File: config.mk
export PLATFORM = sky130hd
export DESIGN_NAME = tx_fifo_idle_mux_flat
export DESIGN_NICKNAME = d
export VERILOG_FILES = /design/src/rtl/tx_fifo_idle_mux_if.sv /design/src/rtl/tx_fifo_idle_mux.sv /design/src/flat_wrapper.sv
export SDC_FILE = /design/constraint.sdc
export NUM_CORES = 1
export LEC_CHECK = 0
export ABC_CLOCK_PERIOD_IN_PS = 5300
export BUFFER_PORTS_ARGS = -buffer_cell sky130_fd_sc_hd__buf_2
export CAP_MARGIN = 20
export CORE_MARGIN = 4
export CORE_UTILIZATION = 51
export DETAILED_ROUTE_END_ITERATION = 6
export PLACE_DENSITY = 0.83
export SLEW_MARGIN = 20
export SYNTH_ARGS = -nofsm -noshare
export SYNTH_HDL_FRONTEND = slang
export SYNTH_SLANG_ARGS = --single-unit
export TNS_END_PERCENT = 20
File: constraint.sdc
create_clock -name clk -period 5.3 [get_ports clk]
set_clock_uncertainty 0.15 [all_clocks]
set_input_delay 0.265 -clock clk [delete_from_list [all_inputs] [get_ports clk]]
set_output_delay 0.265 -clock clk [all_outputs]
set_load 0.01 [all_outputs]
File: src/rtl/tx_fifo_idle_mux_if.sv
// Bundle between the four lane FIFOs, the transmit idle/COM mux and the
// parallel-to-serial converter. The mux drives as master.
interface tx_fifo_idle_mux_if #(
  parameter int DATA_W = 8
);
  // FIFO side: first-word-fall-through heads, empty flags and pop strobes
  logic [3:0]        ff_empty;
  logic [DATA_W-1:0] ff0_data;
  logic [DATA_W-1:0] ff1_data;
  logic [DATA_W-1:0] ff2_data;
  logic [DATA_W-1:0] ff3_data;
  logic [3:0]        ff_pop;
  // Serializer side: one symbol per clock, always valid as a symbol
  logic [DATA_W-1:0] data_out;
  logic              valid_out;
  logic              k_out;
  logic              lane_active;

  // Handshake: a FIFO word is consumed on the rising edge where its ff_pop bit
  // is 1 (ff_pop is one-hot or zero, and only asserted for a non-empty FIFO);
  // that word appears on data_out with valid_out=1, k_out=0 one clock later.
  // The serializer takes data_out every cycle, there is no back-pressure.
  modport master (
    input  ff_empty, ff0_data, ff1_data, ff2_data, ff3_data,
    output ff_pop, data_out, valid_out, k_out, lane_active
  );

  modport slave (
    output ff_empty, ff0_data, ff1_data, ff2_data, ff3_data,
    input  ff_pop, data_out, valid_out, k_out, lane_active
  );
endinterface

File: src/rtl/tx_fifo_idle_mux.sv
// Transmit idle/COM mux: drains four lane FIFOs round-robin into one symbol
// stream, emits a COM burst after reset, IDLE filler when all FIFOs are empty
// and a periodic COM for receiver alignment.
module tx_fifo_idle_mux #(
  parameter int              DATA_W       = 8,
  parameter logic [DATA_W-1:0] COM_SYM    = 8'hBC,
  parameter logic [DATA_W-1:0] IDLE_SYM   = 8'h7C,
  parameter int              INIT_COM     = 4,
  parameter int              COM_INTERVAL = 16
) (
  input  logic                 clk,
  input  logic                 reset,
  tx_fifo_idle_mux_if.master   bus,
  output logic [1:0]           dbg_state_o
);

  typedef enum logic [1:0] {
    ST_INIT   = 2'd0,
    ST_IDLE   = 2'd1,
    ST_ACTIVE = 2'd2
  } state_e;

  localparam int INIT_W = $clog2(INIT_COM + 1);
  localparam int COM_W  = $clog2(COM_INTERVAL + 1);
  localparam logic [INIT_W-1:0] INIT_LAST = INIT_W'(INIT_COM - 1);
  localparam logic [COM_W-1:0]  COM_MAX   = COM_W'(COM_INTERVAL);

  state_e              state_q, state_d;
  logic [INIT_W-1:0]   init_cnt_q, init_cnt_d;
  logic [COM_W-1:0]    com_cnt_q, com_cnt_d;
  logic [1:0]          rr_ptr_q, rr_ptr_d;
  logic [DATA_W-1:0]   data_out_q, data_out_d;
  logic                valid_out_q, valid_out_d;
  logic                k_out_q, k_out_d;

  logic                win_found;
  logic [1:0]          win_idx;
  logic [1:0]          cand;
  logic [DATA_W-1:0]   win_data;
  logic                pop_en;

  // Round-robin search: first non-empty FIFO starting at rr_ptr
  always_comb begin
    win_found = 1'b0;
    win_idx   = rr_ptr_q;
    cand      = rr_ptr_q;
    for (int k = 0; k < 4; k++) begin
      cand = rr_ptr_q + 2'(k);
      if (!win_found && !bus.ff_empty[cand]) begin
        win_found = 1'b1;
        win_idx   = cand;
      end
    end
  end

  // Head word of the winning FIFO
  always_comb begin
    case (win_idx)
      2'd0:    win_data = bus.ff0_data;
      2'd1:    win_data = bus.ff1_data;
      2'd2:    win_data = bus.ff2_data;
      2'd3:    win_data = bus.ff3_data;
      default: win_data = IDLE_SYM;
    endcase
  end

  // Next-state, pop decision and next output symbol
  always_comb begin
    state_d     = state_q;
    init_cnt_d  = init_cnt_q;
    com_cnt_d   = com_cnt_q;
    rr_ptr_d    = rr_ptr_q;
    pop_en      = 1'b0;
    data_out_d  = IDLE_SYM;
    valid_out_d = 1'b0;
    k_out_d     = 1'b1;

    case (state_q)
      ST_INIT: begin
        // FIFOs are deliberately ignored until the COM burst is complete
        data_out_d = COM_SYM;
        init_cnt_d = init_cnt_q + 1'b1;
        if (init_cnt_q == INIT_LAST) begin
          state_d = ST_IDLE;
        end
      end
      ST_IDLE: begin
        if (win_found) begin
          pop_en  = 1'b1;
          state_d = ST_ACTIVE;
        end
      end
      ST_ACTIVE: begin
        // A due COM wins over both data and the return to IDLE
        if (com_cnt_q == COM_MAX) begin
          data_out_d = COM_SYM;
          com_cnt_d  = '0;
        end else if (!win_found) begin
          state_d = ST_IDLE;
        end else begin
          pop_en = 1'b1;
        end
      end
      default: begin
        state_d = ST_IDLE;
      end
    endcase

    if (pop_en) begin
      data_out_d  = win_data;
      valid_out_d = 1'b1;
      k_out_d     = 1'b0;
      rr_ptr_d    = win_idx + 2'd1;
      if (com_cnt_q != COM_MAX) begin
        com_cnt_d = com_cnt_q + 1'b1;
      end
    end
  end

  // State and output registers; reset drops straight back to the COM burst
  always_ff @(posedge clk or posedge reset) begin
    if (reset) begin
      state_q     <= ST_INIT;
      init_cnt_q  <= '0;
      com_cnt_q   <= '0;
      rr_ptr_q    <= '0;
      data_out_q  <= COM_SYM;
      valid_out_q <= 1'b0;
      k_out_q     <= 1'b1;
    end else begin
      state_q     <= state_d;
      init_cnt_q  <= init_cnt_d;
      com_cnt_q   <= com_cnt_d;
      rr_ptr_q    <= rr_ptr_d;
      data_out_q  <= data_out_d;
      valid_out_q <= valid_out_d;
      k_out_q     <= k_out_d;
    end
  end

  // Pop is gated by reset so no word is consumed while the FIFOs are cleared
  assign bus.ff_pop      = (pop_en && !reset) ? 4'(4'b0001 << win_idx) : 4'b0000;
  assign bus.data_out    = data_out_q;
  assign bus.valid_out   = valid_out_q;
  assign bus.k_out       = k_out_q;
  assign bus.lane_active = (state_q == ST_ACTIVE);
  assign dbg_state_o     = state_q;

endmodule

File: src/flat_wrapper.sv
// flat-port wrapper written by rule: the top's interface ports become plain ports
module tx_fifo_idle_mux_flat 
#(
  parameter int              DATA_W       = 8,
  parameter logic [DATA_W-1:0] COM_SYM    = 8'hBC,
  parameter logic [DATA_W-1:0] IDLE_SYM   = 8'h7C,
  parameter int              INIT_COM     = 4,
  parameter int              COM_INTERVAL = 16
)
  (clk, reset, dbg_state_o, bus_ff_empty, bus_ff0_data, bus_ff1_data, bus_ff2_data, bus_ff3_data, bus_ff_pop, bus_data_out, bus_valid_out, bus_k_out, bus_lane_active);
  tx_fifo_idle_mux_if #(.DATA_W(DATA_W)) bus_i ();
  input  logic clk;
  input  logic reset;
  output logic [1:0] dbg_state_o;
  input wire logic [$bits(bus_i.ff_empty)-1:0] bus_ff_empty;
  input wire logic [$bits(bus_i.ff0_data)-1:0] bus_ff0_data;
  input wire logic [$bits(bus_i.ff1_data)-1:0] bus_ff1_data;
  input wire logic [$bits(bus_i.ff2_data)-1:0] bus_ff2_data;
  input wire logic [$bits(bus_i.ff3_data)-1:0] bus_ff3_data;
  output wire logic [$bits(bus_i.ff_pop)-1:0] bus_ff_pop;
  output wire logic [$bits(bus_i.data_out)-1:0] bus_data_out;
  output wire logic [$bits(bus_i.valid_out)-1:0] bus_valid_out;
  output wire logic [$bits(bus_i.k_out)-1:0] bus_k_out;
  output wire logic [$bits(bus_i.lane_active)-1:0] bus_lane_active;
  assign bus_i.ff_empty = bus_ff_empty;
  assign bus_i.ff0_data = bus_ff0_data;
  assign bus_i.ff1_data = bus_ff1_data;
  assign bus_i.ff2_data = bus_ff2_data;
  assign bus_i.ff3_data = bus_ff3_data;
  assign bus_ff_pop = bus_i.ff_pop;
  assign bus_data_out = bus_i.data_out;
  assign bus_valid_out = bus_i.valid_out;
  assign bus_k_out = bus_i.k_out;
  assign bus_lane_active = bus_i.lane_active;
  tx_fifo_idle_mux #(.DATA_W(DATA_W), .COM_SYM(COM_SYM), .IDLE_SYM(IDLE_SYM), .INIT_COM(INIT_COM), .COM_INTERVAL(COM_INTERVAL)) u_core (.clk(clk), .reset(reset), .bus(bus_i), .dbg_state_o(dbg_state_o));
endmodule
==> impl_results.md, run 1 <==
* Rows at 18
* Largest net degree at the start of global routing at 27
* Normalized max-slew margin at 0.414
* Total power draw at 0.914 mW
* Initial antenna violation count at 0
* H-tree levels at 1
* Post-Syn Nets at between 150 and 200
* Layout cells sized above 1 at 0.337
* First-pass iteration count of the detailed router at 7
* Die Ht at roughly 60 um
* PostCTS Resize Cnt at 0
* Sink Count at 22
* Clock transition at the registers of the reported paths at 0.12 ns
* Synthesized area at 0.00133 mm^2
* I/O Buffers at between 50 and 60
* Crit path kind: flip-flop to output port
* Synth Register Bits at 22
* CTS Buf Count at 3
* DP Worst Slack at 2.85 ns
* Max Fclk at 0.362 GHz
* Setup Total Neg Slack at 0 ns
* NumNets Final at roughly 250
* Leakage power at approximately 0.86 nW
* RR Startpoint: u_core.rr_ptr_q[0]$_DFFE_PP0P_
* Vias/cell at 5.50
* Final slew viol count at 0
* Dpl hpwl at 2650 um
* Ranking of synthesized cells by area: dfrtp_1 (30%), dfstp_2 (12%), ha_1 (11%), a222oi_1 (6.0%), o21ai_0 (5.3%)
* # IOs at 55
* ANT nets after route at 0
* DRC at 4
* DR iter-0 viols at 73
* Clk_lat worst skew at slightly above 0.3 ns
* Max FO, Critical Path at 13
* Clk root buf: clkbuf_4
* Failing checks: design-rule violations
* Outcome: finished with violations
* PwrDens at 552 mW/mm^2
* WL final at 3290 um
* Worst VDD drop at 0.000339 V
* Die area at 0.00349 mm^2
* GRT Overall Usage at 0.200
* HP Start: bus_ff0_data[2]
* Max Cap Viol at 0
* Seq/Total Area, Yosys at 0.419
* Slew @ Worst Pin at 0.879 ns
* Starting Density at 0.538
* Final GP Congestion at 0.807
* GR Overflow Total at 0
* WP data required at approximately 5 ns
* Per-cell routed wire length at between 10 and 15 um
* Primary FF master, synth: dfrtp_1
* CP Launch Type: flip-flop
* Final setup viols at 0
* RSZ-0062 raised after global routing: false
* Post-synth top area cell: dfrtp_1
* FFs w/ async S/R, synth at 1.00
* Crit path from: u_core.dbg_state_o[0]$_DFFE_PP0P_
* Max clock buf depth at 2
* Area share of the largest cell type after synthesis at 0.300
* Mapped Avg Cell Area at 9.25 um^2
* Period minus WS final at 2.76 ns
* Core area at 0.00248 mm^2
* Netlist cell types at 33
* YS warnings at 0
* Die W at around 59 um
* Worst EP arrival at 2.35 ns
* Via count at 1,244
* Post-synth EDFFs at 0
* Final period util at 0.521
* Worst hold path type: primary input to flip-flop
* Hold Vio Cnt, Final at 0
* N_diodes at 0
* Worst Setup End Kind: output port
* Area grow syn2layout at 24.2%
* Final worst slack at 2.54 ns
* First-pass GRT wire length at between 5000 and 6000 um
* CTS tree: yes
* Syn Inst Count at 144
* Vias in the first global route at 1,283
state kept, by name, indices dropped and copies added, names as in the netlist:
signal / flops
u_core.bus.data_out: 8
u_core.bus.k_out: 1
u_core.bus.valid_out: 1
u_core.com_cnt_q: 5
u_core.dbg_state_o: 2
u_core.init_cnt_q: 3
u_core.rr_ptr_q: 2
cell type report:
type | instances | area, um^2
Clock buffer | 4 | 36.3
Fill cell | 212 | 822
Inverter | 13 | 48.8
Multi-Input combinational cell | 102 | 694
Sequential cell | 22 | 558
Tap cell | 30 | 37.5
Timing Repair Buffer | 55 | 280
cells in the mapped netlist, types with 2 or more instances:
library cell,n
nand3_1,4
dfstp_2,6
mux2i_1,2
a211o_1,2
a21oi_1,9
nor2b_1,3
nand4_1,3
ha_1,12
o21ai_0,14
a222oi_1,8
inv_1,12
dfrtp_1,16
nand2_1,15
clkbuf_1,5
o21a_1,2
nor2_1,11
and3_1,4
cell families (layout without fill, tap and decap cells):
family | count (synthesis) | in the layout | share of synthesized area
simple gates | 46 | 46 | 0.177
compound gates | 39 | 39 | 0.194
flops | 22 | 22 | 0.419
buf+inv | 20 | 72 | 0.0601
fa+ha+maj | 12 | 12 | 0.113
mux | 3 | 3 | 0.0235
xor+xnor | 2 | 2 | 0.0131
worst max-delay path: stages (launching register included):
cell     delay (ns)
dfrtp_1        0.43
inv_1          0.11
ha_1           0.33
o21ai_0        0.19
a211o_1        0.43
inv_2          0.23
and3_1         0.19
buf_2          0.13
metal layers:
| layer | global-route usage | share of wire |
|---|---|---|
| met1 | 0.247 | 0.42 |
| met2 | 0.360 | 0.51 |
| met3 | 0.0218 | 0.057 |
| met4 | 0.0647 | 0.012 |
| met5 | 0 | 0 |
through the flow:
stage | util | instances | hold slack [ns] | cell area (um^2)
CTS | 0.668 | 226 | 0.0338 | 1660
floorplan | - | 144 | 0.121 | 1330
global placement | 0.649 | 221 | 0.309 | 1610
global route | 0.668 | 226 | 0.0298 | 1660
detailed placement | 0.649 | 221 | 0.321 | 1610
finish | 0.668 | 226 | 0.0399 | 1660
power by group:
| group | switching, mW | internal [mW] | leakage [nW] |
|---|---|---|---|
| Sequential | 0.0569 | 0.253 | 0.259 |
| Clock | 0.0486 | 0.0419 | 0.0210 |
| Combinational | 0.304 | 0.210 | 0.581 |
| Total | 0.410 | 0.504 | 0.860 |
placed cells by master (no fill, tap or decap), drive strengths merged, types with 3 or more instances in the layout:
master / instances
ha: 12
o21ai: 14
buf: 54
nor2b: 3
nor2: 11
dfstp: 6
inv: 13
a21oi: 9
nand2: 15
a222oi: 8
clkbuf: 4
and3: 4
nand3: 4
nand4: 3
dfrtp: 16
repair_timing:
action | CTS | global route
endpoints found under the hold margin | 9 | 0
hold buffers | 1 | 0
buffers inserted | 0 | 0
final timing paths:
check | endpoint | slack [ns] | cells past startpoint
max reg2reg | u_core.bus.data_out[6]$_DFF_PP0_ | 2.84 | 9
min | u_core.bus.data_out[2]$_DFF_PP1_ | 0.04 | 3
min reg2reg | u_core.init_cnt_q[0]$_DFFE_PP0P_ | 0.33 | 1
max in group asynchronous | u_core.bus.data_out[0]$_DFF_PP0_ | 3.93 | 3
min in group asynchronous | u_core.bus.data_out[6]$_DFF_PP0_ | 0.53 | 3
max | bus_ff_pop[1] | 2.54 | 7
Note: power is estimated with default switching activity, not from simulation.
==> run 2, diff against run 1 <==
--- a/config.mk
+++ b/config.mk
@@ -5,13 +5,13 @@
 export SDC_FILE = /design/constraint.sdc
 export NUM_CORES = 1
 export LEC_CHECK = 0
-export ABC_CLOCK_PERIOD_IN_PS = 5300
+export ABC_CLOCK_PERIOD_IN_PS = 2600
 export BUFFER_PORTS_ARGS = -buffer_cell sky130_fd_sc_hd__buf_2
 export CAP_MARGIN = 20
 export CORE_MARGIN = 4
-export CORE_UTILIZATION = 51
+export CORE_UTILIZATION = 47
 export DETAILED_ROUTE_END_ITERATION = 6
-export PLACE_DENSITY = 0.83
+export PLACE_DENSITY = 0.77
 export SLEW_MARGIN = 20
 export SYNTH_ARGS = -nofsm -noshare
 export SYNTH_HDL_FRONTEND = slang
==> constraint.sdc (replaced) <==
create_clock -name clk -period 2.6 [get_ports clk]
set_clock_uncertainty 0.15 [all_clocks]
set_input_delay 0.13 -clock clk [delete_from_list [all_inputs] [get_ports clk]]
set_output_delay 0.13 -clock clk [all_outputs]
set_load 0.01 [all_outputs]
==> run 2 against run 1 <==
  * The flow now finishes without violations
  * Setup slack lost 2.4 ns
  * Wire length shrank 2.9%
  * Largest power group unchanged
  * Global-route usage shrank 1.8 points
==> impl_results.md, run 2 (synthesized netlist as in run 1, its figures left out) <==
* Worst VDD drop at 0.000659 V
* Max clock buf depth at 2
* Sink Count at 22
* GRT Overall Usage at 0.182
* Largest net degree at the start of global routing at 27
* Met2 WL post-DR at 1640 um
* H-tree levels at 1
* Most frequent cells in the layout: buf_2 (54), dfrtp_1 (16), nand2_1 (15)
* CTS Buf Count at 3
* RSZ-0062 raised after global routing: false
* Total power draw at 1.95 mW
* # placed instances at around 230
* N_diodes at 0
* Number of cells in the finished layout apart from fillers at 237
* Top Layer Used: met4
* Cells along the critical path: nor2_1, a211o_1, a32oi_1, inv_1, ha_1, and3_1, buf_2
* Most common cell after layout, fill and taps aside: buf_2
* Rows at 19
* Setup bufs post-CTS at 0
* Per-cell routed wire length at 13.5 um
* CP max stage cell: dfrtp_1
* Final worst slack at roughly 0.15 ns
* Final GP Congestion at 0.743
* Layout cells sized above 1 at 0.335
* DP Worst Slack at 0.260 ns
* Initial antenna violation count at 0
* Via count at 1,288
* Slew @ Worst Pin at 0.390 ns
* Clk_lat worst skew at 0.31 ns
* CP Launch Type: flip-flop
* Met3 routed WL at 248 um
* Vias in the first global route at 1,274
* Period minus WS final at 2.45 ns
* PostCTS Resize Cnt at 0
* Dpl hpwl at around 2400 um
* Setup Total Neg Slack at 0 ns
* Final period util at 0.944
* Die W at 61.2 um
* Max reg flops at 8
* Final setup viols at 0
* Normalized max-slew margin at 0.738
* Clock transition at the registers of the reported paths at ~0.13 ns
* Die area at 0.00375 mm^2
* DRC at 0
* Filler instances at 231
* ANT nets after route at 0
* DR iter-0 viols at 69
* Vias/cell at 5.43
* Final slew viol count at 0
* Hold Vio Cnt, Final at 0
* NumNets Final at roughly 260
* Worst Setup End Kind: output port
* Die Ht at between 60 and 70 um
* First-pass iteration count of the detailed router at 4
* Max Cap Viol at 0
* PwrDens at approximately 1100 mW/mm^2
* Worst hold path type: primary input to flip-flop
* Area grow syn2layout at 32.5%
* Outcome: finished, final reports clean
* Crit path kind: flip-flop to output port
* Starting Density at 0.487
* Max Fclk at 0.408 GHz
* Worst EP arrival at 2.17 ns
* Core area at 0.00273 mm^2
* # IOs at 55
* GR Overflow Total at 0
* Leakage power at 0.911 nW
* Worst stage delay on the critical path at 0.43 ns
* Placed Area at 0.00163 mm^2
* Clk root buf: clkbuf_4
* Finished layout cell area at 0.00177 mm^2
* I/O Buffers at 54
* First-pass GRT wire length at 5170 um
* Met1 wire length at between 1000 and 1500 um
* WL final at about 3200 um
* WP data required at ~2.3 ns
* Max FO, Critical Path at 9
* CTS tree: yes
==> run 2: cell count changes in the layout (fill, tap and decap cells not counted) <==
cell | before | now
bufinv_16 | 0 | 1
clkbuf_8 | 1 | 0
dlygate4sd3_1 | 1 | 8
buf_4 | 0 | 3
==> run 2: per-layer routing <==
metal	track usage	vias up
met4	0.0805	0
met3	0.0252	6
met5	0	-
met2	0.328	55
met1	0.212	586
li1	-	641
==> run 2: worst paths after layout <==
| check | startpoint | to | slack [ns] | cells past startpoint |
|---|---|---|---|---|
| min reg2reg | u_core.init_cnt_q[0]$_DFFE_PP0P_ | u_core.init_cnt_q[0]$_DFFE_PP0P_ | 0.34 | 1 |
| max reg2reg | u_core.rr_ptr_q[0]$_DFFE_PP0P_ | u_core.bus.data_out[6]$_DFF_PP0_ | 0.20 | 9 |
| min in group asynchronous | reset | u_core.init_cnt_q[2]$_DFFE_PP0P_ | 0.22 | 4 |
| max | u_core.rr_ptr_q[0]$_DFFE_PP0P_ | bus_ff_pop[2] | 0.15 | 7 |
| max in group asynchronous | reset | u_core.bus.data_out[5]$_DFF_PP1_ | 1.79 | 4 |
| min | bus_ff1_data[3] | u_core.bus.data_out[3]$_DFF_PP1_ | 0.02 | 5 |
==> run 2: through the flow <==
step,hold WS (ns),utilization
5_1_grt,0.0314,0.646
6_report,0.0190,0.646
2_1_floorplan,-0.0139,-
3_3_place_gp,0.0275,0.597
4_1_cts,0.0169,0.646
3_5_place_dp,0.0366,0.597
==> run 2: worst max-delay path, delay by kind of cell (launching register included) <==
kind,cells,cell delay [ns]
flip-flops,1,0.43
buffers and inverters,2,0.28
adder cells (fa/ha/maj),1,0.31
AO/OA/AOI/OAI,2,0.55
AND/OR/NAND/NOR,2,0.29
==> run 2: where the power goes <==
group	leakage [nW]	switching, mW	internal, mW
registers	0.259	0.107	0.514
logic	0.624	0.607	0.456
clock network	0.0279	0.108	0.156
total	0.911	0.823	1.13
==> run 2: final cells by class <==
class | instances | area, um^2 | share of cell area
clock buffers | 3 | 22.5 | 0.0128
clock inverters | 1 | 30.0 | 0.0170
inverters | 13 | 48.8 | 0.0276
multi-input cells | 102 | 694 | 0.393
flip-flops and latches | 22 | 558 | 0.316
well taps | 31 | 38.8 | 0.0220
repair buffers | 65 | 373 | 0.211
==> run 2: timing repair <==
item,CTS,global route
endpoints found under the hold margin,29,0
hold buffers,8,0
endpoints found under the setup margin,0,0
